### src/rtl/i2c_pkg.sv
`default_nettype none
// ============================================================================
//  Module      : i2c_pkg
//  Description : Shared types and constants for the I2C transfer arbiter:
//                FSM states, TX FIFO word layout, per-direction word counts
//                and the helper that builds each TX FIFO word.
//  Revision    : 1.0 - initial release
// ============================================================================
package i2c_pkg;

    // Controller states, explicitly encoded
    typedef enum logic [2:0] {
        ST_IDLE     = 3'd0,
        ST_PUSH     = 3'd1,
        ST_WAIT_RX  = 3'd2,
        ST_WAIT_END = 3'd3,
        ST_FINISH   = 3'd4
    } state_t;

    // TX FIFO word layout: {STOP, START, byte}
    localparam int TX_STOP_BIT  = 9;
    localparam int TX_START_BIT = 8;

    // Words issued per transaction
    localparam int WR_WORDS = 3;
    localparam int RD_WORDS = 4;

    // Completion timeout counter width
    localparam int CNT_W = 20;

    // Build the TX FIFO word for position idx of a write or read sequence.
    // Write: START+dev/W, reg, STOP+data.
    // Read : START+dev/W, reg, repeated START+dev/R, STOP+byte count 1.
    function automatic logic [9:0] tx_word(input logic       we,
                                           input logic [1:0] idx,
                                           input logic [6:0] dev,
                                           input logic [7:0] rg,
                                           input logic [7:0] wd);
        logic [9:0] w;
        w = '0;
        case (idx)
            2'd0: begin
                w[TX_START_BIT] = 1'b1;
                w[7:0]          = {dev, 1'b0};
            end
            2'd1: begin
                w[7:0] = rg;
            end
            2'd2: begin
                if (we) begin
                    w[TX_STOP_BIT] = 1'b1;
                    w[7:0]         = wd;
                end else begin
                    w[TX_START_BIT] = 1'b1;
                    w[7:0]          = {dev, 1'b1};
                end
            end
            default: begin
                w[TX_STOP_BIT] = 1'b1;
                w[7:0]         = 8'd1;
            end
        endcase
        return w;
    endfunction

endpackage
`default_nettype wire

### src/rtl/i2c_xfer_arb_if.sv
`default_nettype none
// ============================================================================
//  Module      : i2c_xfer_arb_if
//  Description : Requester and I2C core FIFO/status signals of the transfer
//                arbiter. slave = arbiter side, master = environment side.
//  Revision    : 1.0 - initial release
// ============================================================================
interface i2c_xfer_arb_if;
    logic [1:0]  req;
    logic [1:0]  we;
    logic [13:0] dev_adr;
    logic [15:0] reg_adr;
    logic [15:0] wdata;
    logic [1:0]  gnt;
    logic [1:0]  done;
    logic        err;
    logic [7:0]  rdata;
    logic        tx_fifo_wr;
    logic [9:0]  tx_fifo_din;
    logic [4:0]  tx_fifo_ocy;
    logic        rx_fifo_rd;
    logic [7:0]  rx_fifo_dout;
    logic [4:0]  rx_fifo_ocy;
    logic        bus_busy;
    logic        irq_al;
    logic        irq_nas;

    modport slave (
        input  req, we, dev_adr, reg_adr, wdata,
        input  tx_fifo_ocy, rx_fifo_dout, rx_fifo_ocy, bus_busy, irq_al, irq_nas,
        output gnt, done, err, rdata, tx_fifo_wr, tx_fifo_din, rx_fifo_rd
    );

    modport master (
        output req, we, dev_adr, reg_adr, wdata,
        output tx_fifo_ocy, rx_fifo_dout, rx_fifo_ocy, bus_busy, irq_al, irq_nas,
        input  gnt, done, err, rdata, tx_fifo_wr, tx_fifo_din, rx_fifo_rd
    );
endinterface
`default_nettype wire

### src/rtl/i2c_rr_arb.sv
`default_nettype none
// ============================================================================
//  Module      : i2c_rr_arb
//  Description : 2-way round-robin arbiter. The requester not granted last
//                wins a tie; the pointer starts at requester 0.
//  Revision    : 1.0 - initial release
// ============================================================================
module i2c_rr_arb (
    input  wire logic       clk,
    input  wire logic       rstn,
    input  wire logic [1:0] req_i,
    input  wire logic       accept_i,
    output logic      [1:0] gnt_o
);

    logic ptr_q;
    logic ptr_d;

    // Winner selection: pointed requester first, otherwise the other one
    always_comb begin
        gnt_o = 2'b00;
        ptr_d = ptr_q;
        if (req_i[ptr_q]) begin
            gnt_o[ptr_q] = 1'b1;
        end else if (req_i[~ptr_q]) begin
            gnt_o[~ptr_q] = 1'b1;
        end
        if (accept_i && (|gnt_o)) begin
            ptr_d = gnt_o[0];
        end
    end

    // Priority pointer register
    always_ff @(posedge clk or negedge rstn) begin
        if (!rstn) begin
            ptr_q <= 1'b0;
        end else begin
            ptr_q <= ptr_d;
        end
    end

endmodule
`default_nettype wire

### src/rtl/i2c_xfer_arb.sv
`default_nettype none
// ============================================================================
//  Module      : i2c_xfer_arb
//  Description : Arbitrates two register-access requesters onto one I2C core,
//                pushes the START/STOP-framed byte sequence into the core TX
//                FIFO, collects the read byte and reports completion/error.
//  Revision    : 1.0 - initial release
// ============================================================================
module i2c_xfer_arb
    import i2c_pkg::*;
#(
    parameter int unsigned TO_CYC = 200000,
    parameter int unsigned NREQ   = 2
) (
    input  wire logic       clk,
    input  wire logic       rstn,
    i2c_xfer_arb_if.slave   xif
);

    state_t            state_q,  state_d;
    logic [NREQ-1:0]   gnt_q,    gnt_d;
    logic [1:0]        done_q,   done_d;
    logic              err_q,    err_d;
    logic [7:0]        rdata_q,  rdata_d;
    logic              tx_wr_q,  tx_wr_d;
    logic [9:0]        tx_din_q, tx_din_d;
    logic              rx_rd_q,  rx_rd_d;
    logic [CNT_W-1:0]  cnt_q,    cnt_d;
    logic [1:0]        idx_q,    idx_d;
    logic              we_q,     we_d;
    logic [6:0]        dev_q,    dev_d;
    logic [7:0]        reg_q,    reg_d;
    logic [7:0]        wdat_q,   wdat_d;
    logic              quiet_q,  quiet_d;

    logic [1:0]        w_arb_gnt;
    logic              w_accept;
    logic              w_sel;
    logic              w_room;
    logic              w_last;
    logic              w_quiet;
    logic              w_abort;

    assign w_accept = (state_q == ST_IDLE) && (|xif.req);
    assign w_sel    = w_arb_gnt[1];

    i2c_rr_arb u_arb (
        .clk      (clk),
        .rstn     (rstn),
        .req_i    (xif.req),
        .accept_i (w_accept),
        .gnt_o    (w_arb_gnt)
    );

    // A word whose strobe is high this cycle is not yet in tx_fifo_ocy
    assign w_room  = ({1'b0, xif.tx_fifo_ocy} + {5'd0, tx_wr_q}) < 6'd16;
    assign w_last  = (idx_q == (we_q ? 2'(WR_WORDS - 1) : 2'(RD_WORDS - 1)));
    assign w_quiet = (xif.tx_fifo_ocy == 5'd0) && !xif.bus_busy && !tx_wr_q;
    assign w_abort = xif.irq_al || xif.irq_nas || (cnt_q == CNT_W'(TO_CYC - 1));

    // Next-state and output logic; errors take precedence over progress
    always_comb begin
        state_d  = state_q;
        gnt_d    = gnt_q;
        done_d   = 2'b00;
        err_d    = 1'b0;
        rdata_d  = rdata_q;
        tx_wr_d  = 1'b0;
        tx_din_d = tx_din_q;
        rx_rd_d  = 1'b0;
        idx_d    = idx_q;
        we_d     = we_q;
        dev_d    = dev_q;
        reg_d    = reg_q;
        wdat_d   = wdat_q;
        quiet_d  = quiet_q;
        cnt_d    = cnt_q;
        if ((state_q != ST_IDLE) && (cnt_q != {CNT_W{1'b1}})) begin
            cnt_d = cnt_q + CNT_W'(1);
        end

        case (state_q)
            ST_IDLE: begin
                if (w_accept) begin
                    gnt_d   = w_arb_gnt;
                    we_d    = xif.we[w_sel];
                    dev_d   = w_sel ? xif.dev_adr[13:7] : xif.dev_adr[6:0];
                    reg_d   = w_sel ? xif.reg_adr[15:8] : xif.reg_adr[7:0];
                    wdat_d  = w_sel ? xif.wdata[15:8]   : xif.wdata[7:0];
                    cnt_d   = '0;
                    idx_d   = 2'd0;
                    quiet_d = 1'b0;
                    state_d = ST_PUSH;
                end
            end
            ST_PUSH: begin
                if (w_abort) begin
                    done_d  = gnt_q;
                    err_d   = 1'b1;
                    state_d = ST_FINISH;
                end else if (w_room) begin
                    tx_wr_d  = 1'b1;
                    tx_din_d = tx_word(we_q, idx_q, dev_q, reg_q, wdat_q);
                    idx_d    = idx_q + 2'd1;
                    if (w_last) begin
                        state_d = we_q ? ST_WAIT_END : ST_WAIT_RX;
                    end
                end
            end
            ST_WAIT_RX: begin
                if (w_abort) begin
                    done_d  = gnt_q;
                    err_d   = 1'b1;
                    state_d = ST_FINISH;
                end else if (xif.rx_fifo_ocy != 5'd0) begin
                    rx_rd_d = 1'b1;
                    rdata_d = xif.rx_fifo_dout;
                    state_d = ST_WAIT_END;
                end
            end
            ST_WAIT_END: begin
                if (w_abort) begin
                    done_d  = gnt_q;
                    err_d   = 1'b1;
                    state_d = ST_FINISH;
                end else if (w_quiet) begin
                    quiet_d = 1'b1;
                    if (quiet_q) begin
                        done_d  = gnt_q;
                        state_d = ST_FINISH;
                    end
                end else begin
                    quiet_d = 1'b0;
                end
            end
            ST_FINISH: begin
                gnt_d   = '0;
                state_d = ST_IDLE;
            end
            default: begin
                gnt_d   = '0;
                state_d = ST_IDLE;
            end
        endcase
    end

    // State and datapath registers
    always_ff @(posedge clk or negedge rstn) begin
        if (!rstn) begin
            state_q  <= ST_IDLE;
            gnt_q    <= '0;
            done_q   <= 2'b00;
            err_q    <= 1'b0;
            rdata_q  <= 8'd0;
            tx_wr_q  <= 1'b0;
            tx_din_q <= 10'd0;
            rx_rd_q  <= 1'b0;
            cnt_q    <= '0;
            idx_q    <= 2'd0;
            we_q     <= 1'b0;
            dev_q    <= 7'd0;
            reg_q    <= 8'd0;
            wdat_q   <= 8'd0;
            quiet_q  <= 1'b0;
        end else begin
            state_q  <= state_d;
            gnt_q    <= gnt_d;
            done_q   <= done_d;
            err_q    <= err_d;
            rdata_q  <= rdata_d;
            tx_wr_q  <= tx_wr_d;
            tx_din_q <= tx_din_d;
            rx_rd_q  <= rx_rd_d;
            cnt_q    <= cnt_d;
            idx_q    <= idx_d;
            we_q     <= we_d;
            dev_q    <= dev_d;
            reg_q    <= reg_d;
            wdat_q   <= wdat_d;
            quiet_q  <= quiet_d;
        end
    end

    assign xif.gnt         = gnt_q;
    assign xif.done        = done_q;
    assign xif.err         = err_q;
    assign xif.rdata       = rdata_q;
    assign xif.tx_fifo_wr  = tx_wr_q;
    assign xif.tx_fifo_din = tx_din_q;
    assign xif.rx_fifo_rd  = rx_rd_q;

endmodule
`default_nettype wire

### src/flat_wrapper.sv
// flat-port wrapper written by rule: the top's interface ports become plain ports
module i2c_xfer_arb_flat import i2c_pkg::*;
#(
    parameter int unsigned TO_CYC = 200000,
    parameter int unsigned NREQ   = 2
)
  (clk, rstn, xif_req, xif_we, xif_dev_adr, xif_reg_adr, xif_wdata, xif_tx_fifo_ocy, xif_rx_fifo_dout, xif_rx_fifo_ocy, xif_bus_busy, xif_irq_al, xif_irq_nas, xif_gnt, xif_done, xif_err, xif_rdata, xif_tx_fifo_wr, xif_tx_fifo_din, xif_rx_fifo_rd);
  i2c_xfer_arb_if xif_i ();
  input  wire logic clk;
  input  wire logic rstn;
  input wire logic [$bits(xif_i.req)-1:0] xif_req;
  input wire logic [$bits(xif_i.we)-1:0] xif_we;
  input wire logic [$bits(xif_i.dev_adr)-1:0] xif_dev_adr;
  input wire logic [$bits(xif_i.reg_adr)-1:0] xif_reg_adr;
  input wire logic [$bits(xif_i.wdata)-1:0] xif_wdata;
  input wire logic [$bits(xif_i.tx_fifo_ocy)-1:0] xif_tx_fifo_ocy;
  input wire logic [$bits(xif_i.rx_fifo_dout)-1:0] xif_rx_fifo_dout;
  input wire logic [$bits(xif_i.rx_fifo_ocy)-1:0] xif_rx_fifo_ocy;
  input wire logic [$bits(xif_i.bus_busy)-1:0] xif_bus_busy;
  input wire logic [$bits(xif_i.irq_al)-1:0] xif_irq_al;
  input wire logic [$bits(xif_i.irq_nas)-1:0] xif_irq_nas;
  output wire logic [$bits(xif_i.gnt)-1:0] xif_gnt;
  output wire logic [$bits(xif_i.done)-1:0] xif_done;
  output wire logic [$bits(xif_i.err)-1:0] xif_err;
  output wire logic [$bits(xif_i.rdata)-1:0] xif_rdata;
  output wire logic [$bits(xif_i.tx_fifo_wr)-1:0] xif_tx_fifo_wr;
  output wire logic [$bits(xif_i.tx_fifo_din)-1:0] xif_tx_fifo_din;
  output wire logic [$bits(xif_i.rx_fifo_rd)-1:0] xif_rx_fifo_rd;
  assign xif_i.req = xif_req;
  assign xif_i.we = xif_we;
  assign xif_i.dev_adr = xif_dev_adr;
  assign xif_i.reg_adr = xif_reg_adr;
  assign xif_i.wdata = xif_wdata;
  assign xif_i.tx_fifo_ocy = xif_tx_fifo_ocy;
  assign xif_i.rx_fifo_dout = xif_rx_fifo_dout;
  assign xif_i.rx_fifo_ocy = xif_rx_fifo_ocy;
  assign xif_i.bus_busy = xif_bus_busy;
  assign xif_i.irq_al = xif_irq_al;
  assign xif_i.irq_nas = xif_irq_nas;
  assign xif_gnt = xif_i.gnt;
  assign xif_done = xif_i.done;
  assign xif_err = xif_i.err;
  assign xif_rdata = xif_i.rdata;
  assign xif_tx_fifo_wr = xif_i.tx_fifo_wr;
  assign xif_tx_fifo_din = xif_i.tx_fifo_din;
  assign xif_rx_fifo_rd = xif_i.rx_fifo_rd;
  i2c_xfer_arb #(.TO_CYC(TO_CYC), .NREQ(NREQ)) u_core (.clk(clk), .rstn(rstn), .xif(xif_i));
endmodule
### config.mk
export PLATFORM = sky130hd
export DESIGN_NAME = i2c_xfer_arb_flat
export DESIGN_NICKNAME = d
export VERILOG_FILES = /design/src/rtl/i2c_pkg.sv /design/src/rtl/i2c_xfer_arb_if.sv /design/src/rtl/i2c_rr_arb.sv /design/src/rtl/i2c_xfer_arb.sv /design/src/flat_wrapper.sv
export SDC_FILE = /design/constraint.sdc
export NUM_CORES = 1
export LEC_CHECK = 0
export CORE_UTILIZATION = 45
export DETAILED_ROUTE_END_ITERATION = 8
export GPL_TIMING_DRIVEN = 0
export MAX_ROUTING_LAYER = met4
export PLACE_DENSITY = 0.82
export SETUP_SLACK_MARGIN = 0.02
export SYNTH_ARGS = -nofsm -noshare
export SYNTH_HDL_FRONTEND = slang
export SYNTH_SLANG_ARGS = --single-unit
### constraint.sdc
create_clock -name clk -period 3.15 [get_ports clk]
set_clock_uncertainty 0.1 [all_clocks]
set_input_delay 0.63 -clock clk [delete_from_list [all_inputs] [get_ports clk]]
set_output_delay 0.63 -clock clk [all_outputs]
set_load 0.01 [all_outputs]
## After elaboration in Yosys (flattened, before gate mapping)

Index checks and enable logic that the tools add are counted.

| storage, ports and cells | value |
|---|---|
| register bits | 76 |
| output and inout bits | 25 |
| logic and storage cells | 134 |

| cells by class | value |
|---|---|
| add/subtract/negate cells | 3 |
| magnitude comparators | 6 |
| equal/unequal tests | 17 |
| muxes and demuxes | 59 |
| bitwise operators | 3 |
| reduce and logical (&&, ||, !) cells | 30 |

Operators with widths:

| kind | count |
|---|---|
| two-way mux 20 bit | 3 |
| two-way mux 3 bit | 9 |
| two-way mux 8 bit | 3 |
| case mux 8 bit (3 select lines) | 1 |
| two-way mux 1 bit | 23 |
| adder 20 x 1 -> 20 bit (second input constant) | 1 |
| == test 20 x 18 -> 1 bit (second input constant) | 1 |
| two-way mux 2 bit | 10 |
| != test 20 bit (second input constant) | 1 |
| != test 3 x 1 -> 1 bit (second input constant) | 5 |
| case mux 2 bit (2 select lines) | 3 |
| case mux 3 bit (4 select lines) | 1 |
| AND reduction 3 bit | 3 |
| OR reduction 2 bit | 4 |
| logical AND 1 bit | 7 |
| two-way mux 7 bit | 1 |
| adder 5 x 1 -> 6 bit | 1 |
| == test 3 x 2 -> 1 bit (second input constant) | 2 |
| less-than comparator 1 x 2 -> 1 bit (second input constant) | 3 |
| less-than comparator 6 x 5 -> 1 bit (second input constant) | 1 |
| != test 2 bit (second input constant) | 3 |
| case mux 1 bit (2 select lines) | 3 |
| AND reduction 6 bit | 1 |
| zero test 5 bit | 1 |
| 19 further kinds | 27 |

## Longest topological paths before layout

| depth | value |
|---|---|
| depth in word-level cells | 9 |
| depth in mapped cells | 9 |
| depth with buffers taken out | 6 |

## Hierarchy

From an unflattened synthesis, not the netlist that was laid out.

| unflattened totals | value |
|---|---|
| cell total of the unflattened synthesis | 368 |
| area total of the unflattened synthesis | 3,787.4 um^2 |

Modules (own cells, without submodules):

| module | times used | cells each | area an instance (um^2) |
|---|---|---|---|
| i2c_xfer_arb | 1 | 362 | 3,732.3 |
| i2c_rr_arb | 1 | 6 | 55.1 |

## Worst setup path after synthesis

OpenSTA, ideal clock, no wires.

| timing | value |
|---|---|
| path kind | input port to flip-flop |
| start point | in xif_tx_fifo_ocy[1] |
| end point | reg u_core.state_q[0] |
| library setup time | 0.125 ns |
| arrival | 2.120 ns |
| slack | 0.805 ns |
| stages | 5 |
| buffers on the path | 0 |
| cell sequence | or4_1 -> nor4_1 -> o21ai_0 -> o21ai_0 -> mux2_2 |

| between the ends | value |
|---|---|
| longest elaborated chain between the ends | 5 |
| elaborated cells between the ends (all ways) | 8 |
| classes of those cells | add/sub (1); order compare (1); eq/ne (2); reduce/logical (4) |

Ends and longest elaborated chain:

| item | line | RTL |
|---|---|---|
| start, declared | flat_wrapper.sv:16 | `input wire logic [$bits(xif_i.tx_fifo_ocy)-1:0] xif_tx_fifo_ocy;` |
| branches (longest 4 deep; another with adder 5 x 1 -> 6 bit) | -- |  |
| AND reduction 6 bit (no source line) (*) | -- |  |
| end signal, assigned | i2c_xfer_arb.sv:166 | `state_q <= state_d;` |
| end, declared | i2c_xfer_arb.sv:20 | `state_t state_q, state_d;` |

Every way passes the cells marked *.
A chain may end at the register's enable or synchronous reset.

## Worst setup path after layout

| timing | value |
|---|---|
| start point | in xif_req[0] |
| end point | reg u_core.reg_q[0] |

| between the ends | value |
|---|---|
| longest elaborated chain between the ends | 5 |
| elaborated cells between the ends (all ways) | 10 |
| classes of those cells | mux (7); reduce/logical (3) |

Ends and longest elaborated chain:

| item | line | RTL |
|---|---|---|
| start, declared | flat_wrapper.sv:11 | `input wire logic [$bits(xif_i.req)-1:0] xif_req;` |
| two-way mux 1 bit (not written as such) (2 in a row) | i2c_rr_arb.sv:25 | `end else if (req_i[~ptr_q]) begin` |
| two-way mux 2 bit | i2c_rr_arb.sv:25 |  |
| two-way mux 2 bit | i2c_rr_arb.sv:23 | `if (req_i[ptr_q]) begin` |
| two-way mux 8 bit | i2c_xfer_arb.sv:88 | `reg_d = w_sel ? xif.reg_adr[15:8] : xif.reg_adr[7:0];` |
| end signal, assigned | i2c_xfer_arb.sv:178 | `reg_q <= reg_d;` |
| end, declared | i2c_xfer_arb.sv:32 | `logic [7:0] reg_q, reg_d;` |

Several ways; a longest one is shown, not always the timed one. The select of a mux whose other input is x is not followed.

==> results by group <==
Synth
  – Register area share after synthesis: between 40 and 50%
  – Synth area leader: dfrtp_1
  – Yosys Warn Count: 0
  – Synth area leaders: dfrtp_1 48%, mux2i_1 8.2%, nand2_1 4.4%
  – Cell count after synthesis: 383
  – Primary FF master, synth: dfrtp_1
  – Cell Area, Synth: 0.00393 mm²
  – Synth cell types: 56
  – Syn Nets: approximately 460
  – Most frequent cell after synthesis: dfrtp_1
  – Post-synth EDFFs: 0
  – Synthesized flop and latch total: 76
  – Fraction of registers with async set/reset: between 90% and 100%
  – Mean Syn Cell Area: 10.3 µm²
  – Yosys top cell area share: between 40% and 50%
  – Most frequent cells after synthesis: 76 x dfrtp_1, 46 x nand2_1, 34 x nor2_1

Timing
  – Final period utilization: between 80% and 90%
  – Tmin final: 2.74 ns
  – Slew Limit Fails: 0
  – Slew HR: around 41%
  – Final setup fails: 0
  – Max Freq: 0.366 GHz
  – Fin. Hold Viols: 0
  – Tightest Pin Transition: between 0.8 and 0.9 ns
  – RSZ-0062 raised after global routing: false
  – Setup WS post-layout: 0.414 ns
  – Min Hold Slack: just under 0.4 ns

Die
  – Die H: between 90 and 100 µm
  – Core ar.: 0.00834 mm²
  – Die area: 0.00910 mm²
  – Chip Width: 95.4 µm
  – Row cnt: 33
  – Ports: between 90 and 100
  – Initial Util: between 40% and 50%

Worst setup path
  – Crit path required time: 3.27 ns
  – Reg2reg setup slack: 0.75 ns
  – R2r worst-path depth: 6
  – CP max FO: 10
  – Arrival @ worst endpoint: 2.85 ns
  – Critical path startpoint category: input port
  – CP Capture Type: flip-flop
  – Worst r2r src: u_core.cnt_q[0]
  – RR Endpoint: u_core.cnt_q[7]
  – Critical setup path kind: in -> reg

Routing
  – WL per Instance: around 16 µm
  – Total number of vias: 3,380
  – Drt via density: 5.61
  – Residual DRC: 0
  – Pre-antenna DRT Iters: 5
  – Starting DRT DRC Count: approximately 160
  – Detailed Route WL: slightly below 10,000 µm
  – Routed Antenna Nets: 0

Power
  – Total power after layout: 3840 µW
  – Pwr dens: between 700 and 800 mW/mm²
  – Pleak: 0.00231 µW
  – VDD IR-drop max: slightly above 0.3 mV

Clocking
  – Clock root cell: clkbuf_8
  – CTS tree: yes
  – Clk sinks: 76
  – Cts bufs inserted: 9
  – Hold buffer count at cts: 1
  – Clock transition at path regs: 0.09 ns
  – Worst skew pair latency: 0.36 ns
  – Clk buf depth: 2
  – PostCTS Resize Cnt: 0
  – Htree depth: 3
  – Setup bufs post-CTS: 0

Global routing
  – First-pass GRT wire length: around 16,000 µm
  – GRT overflow: 0
  – Number of global-route vias before repair: about 3,500
  – Largest net degree at the start of global routing: 75
  – GRT Total Usage: between 20% and 30%
  – Initial antenna violation count: 0

Outcome
  – Status: complete, no violations

Final layout
  – Diodes inserted: 0
  – Area of the multi-input gates: between 0.0015 and 0.002 mm²
  – NumNets Final: 570
  – FILL cells: slightly below 700
  – Fraction of layout cells with a size suffix above 1: approximately 11%
  – Register area: ~0.0019 mm²
  – Design area: about 0.0053 mm²
  – Synthesis-to-layout area growth: 34.5%

Worst hold path
  – Hold_sp: u_core.reg_q[2]
  – Hold Crit Class: reg -> reg
  – Worst Hold End: u_core.reg_q[2]
  – Hold Path Cell Cnt: 2

Place
  – IO buf count: 96
  – DP HPWL: about 7100 µm
  – Area after DPL: between 0.005 and 0.006 mm²
  – GPL Wtd Cong: between 0.8 and 0.9
  – Setup WS pre-CTS: 0.0650 ns

Job
  – Max cap viols: 0
flip-flops by register name, summed over array words and instances (netlist names), 2 cells and up:
signal and flops:
u_core.cnt_q 20, u_core.dev_q 7, u_core.idx_q 2, u_core.reg_q 8, u_core.state_q 3, u_core.wdat_q 8, u_core.xif.done 2, u_core.xif.gnt 2
u_core.xif.rdata 8, u_core.xif.tx_fifo_din 10
cell type report:
type	instances	area share [%]
Buffer	22	2.49
Sequential cell	76	36.0
Multi-Input combinational cell	275	35.1
Timing Repair Buffer	98	18.9
Clock buffer	11	2.68
Clock inverter	5	1.61
Inverter	10	0.711
Tap cell	105	2.49
per-stage QoR:
step | std cells | TNS (ns) | utilization, %
5_1_grt | 602 | 0 | 63.3
3_3_place_gp | 584 | -91.28 | 60.2
2_1_floorplan | 383 | 0 | -
6_report | 602 | 0 | 63.3
3_5_place_dp | 585 | 0 | 60.5
4_1_cts | 602 | 0 | 63.3
worst max path at each step:
stage | startpoint | endpoint | slack (ns)
2_1_floorplan | xif_tx_fifo_ocy[1] | u_core.state_q[0] | 0.81
3_3_place_gp | rstn | u_core.cnt_q[9] | -1.20
3_5_place_dp | xif_req[0] | u_core.reg_q[0] | 0.07
4_1_cts | xif_req[0] | u_core.reg_q[0] | 0.45
5_1_grt | xif_req[0] | u_core.reg_q[0] | 0.32
6_report | xif_req[0] | u_core.reg_q[0] | 0.41
where the power goes:
part,internal [µW],switching (µW)
clock network,471,363
logic,719,765
registers,1290,231
total,2480,1360
critical path, stage by stage:
cell and delay [ns]:
clkdlybuf4s50_1 0.63, inv_1 0.07, o21ai_1 0.63, buf_2 0.45, mux2i_1 0.30, o21ai_0 0.14
cell usage in the layout, fill, tap and decap left out, drive strengths merged, types with 3 or more instances in the layout:
cell            n
clkbuf         27
nor4            4
buf             8
a21oi          11
nand4           7
xnor2           5
o21ai          32
or3             3
ha              5
inv            10
mux2i          32
nor2           34
o31ai           4
xor2            6
or4             3
a31oi           4
nand2          46
and3            5
nand3          11
a222oi          7
nor3            9
and2            3
dfrtp          76
clkdlybuf4s50  95
mux2           18
logic make-up (layout without fill, tap and decap cells):
kind of cell	after synthesis	in the layout	synth area share, %
simple gates	135	135	17.2
flops	76	76	48.4
compound gates	74	74	12.1
mux	50	50	13.9
buf+inv	32	146	4.30
xor+xnor	11	11	2.45
fa+ha+maj	5	5	1.59
layer usage:
layer	GRT usage [%]	share of wire [%]
met2	38.0	48
met5	-	0
met1	30.7	44
met4	12.2	2.7
met3	4.39	5.2
Note: power is estimated with default switching activity, not from simulation.
